===== src/rtl/psum_row_router_fifo_if.sv =====
// Row psum-in bus: destination ID and psum word with a valid/ready handshake.
// The bus drives the master side; each row router is a slave.
interface psum_row_router_fifo_if #(
    parameter int ID_WIDTH        = 8,
    parameter int PSUM_DATA_WIDTH = 48
);
    logic [ID_WIDTH-1:0]        bus_id;
    logic [PSUM_DATA_WIDTH-1:0] bus_data;
    logic                       bus_valid;
    logic                       bus_ready;

    modport master (output bus_id, output bus_data, output bus_valid, input bus_ready);
    modport slave  (input bus_id, input bus_data, input bus_valid, output bus_ready);
endinterface


===== src/rtl/psum_row_router_fifo.sv =====
// Row-level psum router: ID/mask filter on the psum bus, FWFT FIFO towards one PE,
// and a per-pass accept counter that pulses pass_done once each pass has drained.
module psum_row_router_fifo #(
    parameter int PSUM_DATA_WIDTH = 48,
    parameter int ID_WIDTH        = 8,
    parameter int FIFO_DEPTH      = 4,
    parameter int CNT_WIDTH       = 8
) (
    input  logic                             clk,
    input  logic                             rst_n,
    input  logic                             config_state,
    input  logic                             ce,
    input  logic [ID_WIDTH-1:0]              cfg_id,
    input  logic [ID_WIDTH-1:0]              cfg_mask,
    input  logic [CNT_WIDTH-1:0]             cfg_count,
    psum_row_router_fifo_if.slave            bus,
    input  logic                             pe_psum_rd,
    output logic [PSUM_DATA_WIDTH-1:0]       pe_psum_out,
    output logic                             pe_psum_valid,
    output logic [$clog2(FIFO_DEPTH+1)-1:0]  fifo_level,
    output logic                             pass_done
);
    localparam int PTR_WIDTH = $clog2(FIFO_DEPTH);
    localparam int LVL_WIDTH = $clog2(FIFO_DEPTH + 1);

    localparam logic [1:0] ST_IDLE  = 2'd0;
    localparam logic [1:0] ST_RUN   = 2'd1;
    localparam logic [1:0] ST_DRAIN = 2'd2;

    logic [1:0]                 state;
    logic [1:0]                 state_next;
    logic [ID_WIDTH-1:0]        stored_id;
    logic [ID_WIDTH-1:0]        stored_mask;
    logic [CNT_WIDTH-1:0]       stored_count;
    logic [CNT_WIDTH-1:0]       acc_cnt;
    logic [CNT_WIDTH-1:0]       acc_inc;

    logic [PSUM_DATA_WIDTH-1:0] mem [FIFO_DEPTH];
    logic [PTR_WIDTH-1:0]       wr_ptr;
    logic [PTR_WIDTH-1:0]       rd_ptr;
    logic [LVL_WIDTH-1:0]       level;
    logic [LVL_WIDTH-1:0]       level_next;

    logic match;
    logic full;
    logic empty;
    logic push;
    logic pop;
    logic pass_last;
    logic pass_end;

    // Masked bits (1) are don't-care, so one stored ID can address several PEs.
    assign match = ((bus.bus_id ^ stored_id) & ~stored_mask) == '0;
    assign full  = (level == LVL_WIDTH'(FIFO_DEPTH));
    assign empty = (level == '0);

    // Ready looks only at the registered level: a pop in the same cycle never
    // frees a slot for a push into a full FIFO.
    assign bus.bus_ready = (state == ST_RUN) && !config_state && match && !full;

    assign push      = bus.bus_valid && bus.bus_ready;
    assign pop       = pe_psum_rd && !empty;
    assign acc_inc   = acc_cnt + CNT_WIDTH'(1);
    assign pass_last = push && (acc_inc == stored_count);
    assign pass_end  = (state == ST_DRAIN) && (state_next == ST_RUN);

    // NOTE: every signal assigned in always_comb gets a default first, so no path
    // leaves it unassigned and no latch is inferred.
    always_comb begin
        level_next = level;
        if (push && !pop) begin
            level_next = level + LVL_WIDTH'(1);
        end else if (pop && !push) begin
            level_next = level - LVL_WIDTH'(1);
        end
    end

    always_comb begin
        state_next = state;
        if (config_state) begin
            state_next = ST_IDLE;
        end else begin
            case (state)
                ST_IDLE:  if (stored_count != '0) state_next = ST_RUN;
                ST_RUN:   if (pass_last) state_next = ST_DRAIN;
                ST_DRAIN: if (level_next == '0) state_next = ST_RUN;
                default:  state_next = ST_IDLE;
            endcase
        end
    end

    // NOTE: sequential state uses non-blocking assignments so every register
    // samples the pre-edge values, independent of block ordering.
    always_ff @(posedge clk or negedge rst_n) begin
        if (!rst_n) begin
            stored_id    <= '0;
            stored_mask  <= '0;
            stored_count <= '0;
        end else if (config_state && ce) begin
            stored_id    <= cfg_id;
            stored_mask  <= cfg_mask;
            stored_count <= cfg_count;
        end
    end

    always_ff @(posedge clk or negedge rst_n) begin
        if (!rst_n) begin
            state     <= ST_IDLE;
            acc_cnt   <= '0;
            pass_done <= 1'b0;
        end else begin
            state     <= state_next;
            pass_done <= pass_end;
            if (config_state || pass_end) begin
                acc_cnt <= '0;
            end else if (push) begin
                acc_cnt <= acc_inc;
            end
        end
    end

    always_ff @(posedge clk or negedge rst_n) begin
        if (!rst_n) begin
            wr_ptr <= '0;
            rd_ptr <= '0;
            level  <= '0;
        end else if (config_state) begin
            wr_ptr <= '0;
            rd_ptr <= '0;
            level  <= '0;
        end else begin
            if (push) wr_ptr <= wr_ptr + PTR_WIDTH'(1);
            if (pop)  rd_ptr <= rd_ptr + PTR_WIDTH'(1);
            level <= level_next;
        end
    end

    // NOTE: the storage array has no reset; stale words are never visible because
    // the output is gated by the level register, which is reset.
    always_ff @(posedge clk) begin
        if (push) mem[wr_ptr] <= bus.bus_data;
    end

    assign pe_psum_valid = !empty;
    assign pe_psum_out   = empty ? '0 : mem[rd_ptr];
    assign fifo_level    = level;
endmodule


===== src/flat_wrapper.sv =====
// flat-port wrapper written by rule: the top's interface ports become plain ports
module psum_row_router_fifo_flat 
#(
    parameter int PSUM_DATA_WIDTH = 48,
    parameter int ID_WIDTH        = 8,
    parameter int FIFO_DEPTH      = 4,
    parameter int CNT_WIDTH       = 8
)
  (clk, rst_n, config_state, ce, cfg_id, cfg_mask, cfg_count, pe_psum_rd, pe_psum_out, pe_psum_valid, fifo_level, pass_done, bus_bus_id, bus_bus_data, bus_bus_valid, bus_bus_ready);
  psum_row_router_fifo_if #(.ID_WIDTH(ID_WIDTH), .PSUM_DATA_WIDTH(PSUM_DATA_WIDTH)) bus_i ();
  input  logic clk;
  input  logic rst_n;
  input  logic config_state;
  input  logic ce;
  input  logic [ID_WIDTH-1:0] cfg_id;
  input  logic [ID_WIDTH-1:0] cfg_mask;
  input  logic [CNT_WIDTH-1:0] cfg_count;
  input  logic pe_psum_rd;
  output logic [PSUM_DATA_WIDTH-1:0] pe_psum_out;
  output logic pe_psum_valid;
  output logic [$clog2(FIFO_DEPTH+1)-1:0] fifo_level;
  output logic pass_done;
  input wire logic [$bits(bus_i.bus_id)-1:0] bus_bus_id;
  input wire logic [$bits(bus_i.bus_data)-1:0] bus_bus_data;
  input wire logic [$bits(bus_i.bus_valid)-1:0] bus_bus_valid;
  output wire logic [$bits(bus_i.bus_ready)-1:0] bus_bus_ready;
  assign bus_i.bus_id = bus_bus_id;
  assign bus_i.bus_data = bus_bus_data;
  assign bus_i.bus_valid = bus_bus_valid;
  assign bus_bus_ready = bus_i.bus_ready;
  psum_row_router_fifo #(.PSUM_DATA_WIDTH(PSUM_DATA_WIDTH), .ID_WIDTH(ID_WIDTH), .FIFO_DEPTH(FIFO_DEPTH), .CNT_WIDTH(CNT_WIDTH)) u_core (.clk(clk), .rst_n(rst_n), .config_state(config_state), .ce(ce), .cfg_id(cfg_id), .cfg_mask(cfg_mask), .cfg_count(cfg_count), .bus(bus_i), .pe_psum_rd(pe_psum_rd), .pe_psum_out(pe_psum_out), .pe_psum_valid(pe_psum_valid), .fifo_level(fifo_level), .pass_done(pass_done));
endmodule

===== config.mk =====
export PLATFORM = sky130hd
export DESIGN_NAME = psum_row_router_fifo_flat
export DESIGN_NICKNAME = d
export VERILOG_FILES = /design/src/rtl/psum_row_router_fifo_if.sv /design/src/rtl/psum_row_router_fifo.sv /design/src/flat_wrapper.sv
export SDC_FILE = /design/constraint.sdc
export NUM_CORES = 1
export LEC_CHECK = 0
export BUFFER_PORTS_ARGS = -buffer_cell sky130_fd_sc_hd__buf_2
export CORE_UTILIZATION = 59
export CTS_BUF_LIST = sky130_fd_sc_hd__clkbuf_4
export DETAILED_ROUTE_END_ITERATION = 6
export HOLD_SLACK_MARGIN = 0.03
export PLACE_DENSITY = 0.82
export SLEW_MARGIN = 0
export SYNTH_ARGS = -nofsm -noshare
export SYNTH_HDL_FRONTEND = slang
export SYNTH_SLANG_ARGS = --single-unit

===== constraint.sdc =====
create_clock -name clk -period 4.7 [get_ports clk]
set_input_delay 0.235 -clock clk [delete_from_list [all_inputs] [get_ports clk]]
set_output_delay 0.235 -clock clk [all_outputs]
set_load 0.05 [all_outputs]

==> impl_metrics.toml <==
[logic_synthesis]
synth_fp_nets = 597
ys_ff_latch = 234
synth_cell_types = 46
netlist_area_sq_um = 9460
synth_warnings = 0
synth_cells = 503
syn_area_per_cell_sq_um = 18.8
synth_async_sr_flop_share_pct = 17.9
synth-seq-area-share_pct = 72.0
synth_ff_type = "edfxtp_1"
synth_edf_count = 192

[floorplanning]
dieArea_sq_um = 16500
core_sq_um = 15400
die_w_um = 129
initial_core_util_pct = 61.3
die_h_um = 129
ios = 140
std_cell_rows = 45

[worst_setup_path]
crit_chain = "inv_1, ha_1, nand2_1, o2111ai_1, nor3_1, and3_1, and2_2, buf_4"
crit_buf_inv = 2
path_delay_family = "simple AND/OR/NAND/NOR gates"
cp.required_ns = 5.04
cp_max_fo = 28
worst-setup-path-type = "reg -> reg"
cp-end-kind = "flip-flop"
slowest_stage = "and2_2"
worst_path_largest_cell_delay_ns = 0.73
arrival_ns = 3.72
start_kind = "flip-flop"

[drt]
viasPerCell = 5.49
dr.pass1.iters = 5
remaining_drc_errors = 0
wire_per_inst_um = 19.1
via_count = 5577
drt-initial-drc-count = 368
ant_nets = 0
routed_wl_um = 19400

[sta]
finalHoldViolations = 0
rsz0062_at_grt = "false"
max_freq_mhz = 296
tns_ns = 0
tightest_slew_ns = 1.00
timing.final.crit_share_pct = 71.9
drv_slew = 0
fin_crit_ns = 3.38
relSlewSlack_pct = 33.1
fin_skew_ns = 0.0411
setup_violations = 0

[min_path]
hold_path.class = "in -> reg"

[cts]
clk_pin_slew_ns = 0.07
clk-insertion-delay-late_ns = 0.68
h-tree-depth = 2
clock_sinks = 234
clk_path_buf_depth = 3
cts_made_buffers = 55
cts_resized = 0
tritoncts = "yes"
cts_root_buffer = "clkbuf_4"

[flow_run]
drv_cap = 0

[cells_and_area]
drive_above_1_share_pct = 39.7
register_area_sq_um = 6820
multiInputGateArea_sq_um = 2520
area_growth_pct = 25.3
fill_cells = 866
final_nets = 854
design_area_sq_um = 11900

[grt]
grt.total_usage_pct = 24.4
grt_max_degree = 51
globalRouteOverflowTotal = 0
grt_pass1_wl_um = 30000
antenna_found_initial = 0
grt_pass1_vias = 5916

[placed_design]
dpl_cell_area_sq_um = 10400
hpwl_um = 11100
port_buffers = 139
place_congestion = 0.811

[power_and_ir_drop]
p_per_area_nw_per_um2 = 506
p_leak_nw = 4.44
ir_drop_mv = 0.295

[run_status]
outcome = "completed"
[timing repair]
| action | CTS | global route |
|---|---|---|
| hold buffers | 75 | 0 |
| hold endpoints to repair | 268 | 0 |
| setup buffers | 0 | 0 |
[cell type report]
class                   count  area share, %
inverters                   8          0.253
clock inverters            16          0.549
diodes                      1         0.0211
multi-input cells         238           21.3
repair buffers            223           12.8
flip-flops and latches    234           57.6
well taps                 211           2.23
clock buffers              84           5.32
[through the flow]
| stage | total power (W) | utilization, % | hold slack, ns | worst slack, ns | std cells |
|---|---|---|---|---|---|
| finish | 0.00600 | 76.8 | 0.143 | 1.32 | 1015 |
| global route | 0.00627 | 76.8 | 0.155 | 1.20 | 1014 |
| CTS | 0.00603 | 76.8 | 0.106 | 1.43 | 1014 |
| detailed placement | 0.00440 | 67.4 | 0.431 | 1.42 | 839 |
| global placement | 0.00437 | 67.4 | 0.408 | 1.58 | 839 |
| floorplan | 0.00397 | - | -0.0606 | 1.02 | 503 |
[Yosys cell counts, drive strengths merged (2+ instances only)]
cell     number  area (sq um)
nand4         4          25.0
nand3         3          15.0
nand2         7          26.3
buf          13          57.6
nor2         12          45.0
mux4         48          1080
o22ai         3          18.8
dfrtp        42          1050
and3          2          12.5
or3           2          12.5
edfxtp      192          5770
o211ai        2          15.0
ha            8           100
a21o          3          22.5
nor3          4          25.0
xor2          5          43.8
and2         53           332
a21oi         3          15.0
or4           2          15.0
a22o          6          53.8
xnor2        21           184
inv           8          30.0
o21ai         3          15.0
nor2b         2          12.5
nor3b         3          22.5
clkbuf       10          38.8
o2111ai       2          17.5
mux2         26           293
[final timing paths]
path                                                    from                                end  cells past startpoint  slack (ns)
min in group asynchronous                              rst_n  u_core.stored_mask[2]$_DFFE_PN0P_                      2        0.25
max in group asynchronous                              rst_n       u_core.rd_ptr[0]$_DFFE_PN0P_                      2        3.74
max                           u_core.fifo_level[0]$_DFF_PN0_         u_core.mem[2][0]$_DFFE_PP_                      8        1.32
max reg2reg                   u_core.fifo_level[0]$_DFF_PN0_         u_core.mem[2][0]$_DFFE_PP_                      8        1.32
min                                               pe_psum_rd     u_core.fifo_level[2]$_DFF_PN0_                      5        0.14
min reg2reg                u_core.stored_mask[6]$_DFFE_PN0P_  u_core.stored_mask[6]$_DFFE_PN0P_                      1        0.52
[worst reg2reg max path: stages (launching register included)]
cell and delay [ns]:
dfrtp_1 0.42, inv_1 0.10, ha_1 0.25, nand2_1 0.09, o2111ai_1 0.11, nor3_1 0.34, and3_1 0.65, and2_2 0.74
buf_4 0.36
[report_power, final]
group / total, W / leakage [nW] / internal (W) / switching [W]
Clock: 0.00158 / 0.415 / 0.000814 / 0.000770
Sequential: 0.00245 / 2.25 / 0.00230 / 0.000154
Combinational: 0.00196 / 1.77 / 0.000671 / 0.00129
[per-layer routing]
layer | vias up | global-route usage [%] | wire (um)
met2 | 202 | 41.7 | 10100
met5 | - | 0 | 0
met1 | 2808 | 29.8 | 7640
li1 | 2524 | - | -
met3 | 43 | 5.90 | 1150
met4 | 0 | 10.9 | 497
[kinds of logic after synthesis]
family	Yosys count	synth area share, %
flops	234	72.0
simple gates	98	6.04
mux	75	14.6
buf+inv	31	1.34
compound gates	30	2.37
xor+xnor	26	2.41
fa+ha+maj	9	1.18
[placed cells by master, fill, tap and decap left out, types with 4 or more instances in the layout]
master         netlist  final
dlygate4sd3_1        0     75
inv_1                8      8
ha_1                 8      8
xor2_1               5      5
and2_1              53     49
xnor2_1             21     21
dfrtp_1             42     40
nand2_1              7      7
clkbuf_4             0     84
mux4_2              48     48
mux2_2              26     26
nand4_1              4      4
nor2_1              12     12
a22o_1               5      5
buf_2                7    139
and2_2               0      4
clkinv_1             0     13
buf_4                0      9
edfxtp_1           192    192
[flip-flops by register name, indices dropped and copies added, names as in the netlist]
register / cells
u_core.acc_cnt: 8
u_core.state: 2
u_core.fifo_level: 3
u_core.stored_mask: 8
u_core.mem: 192
u_core.wr_ptr: 2
u_core.rd_ptr: 2
u_core.stored_id: 8
u_core.stored_count: 8
u_core.pass_done: 1
No activity file was read; power rests on OpenSTA's default activity.
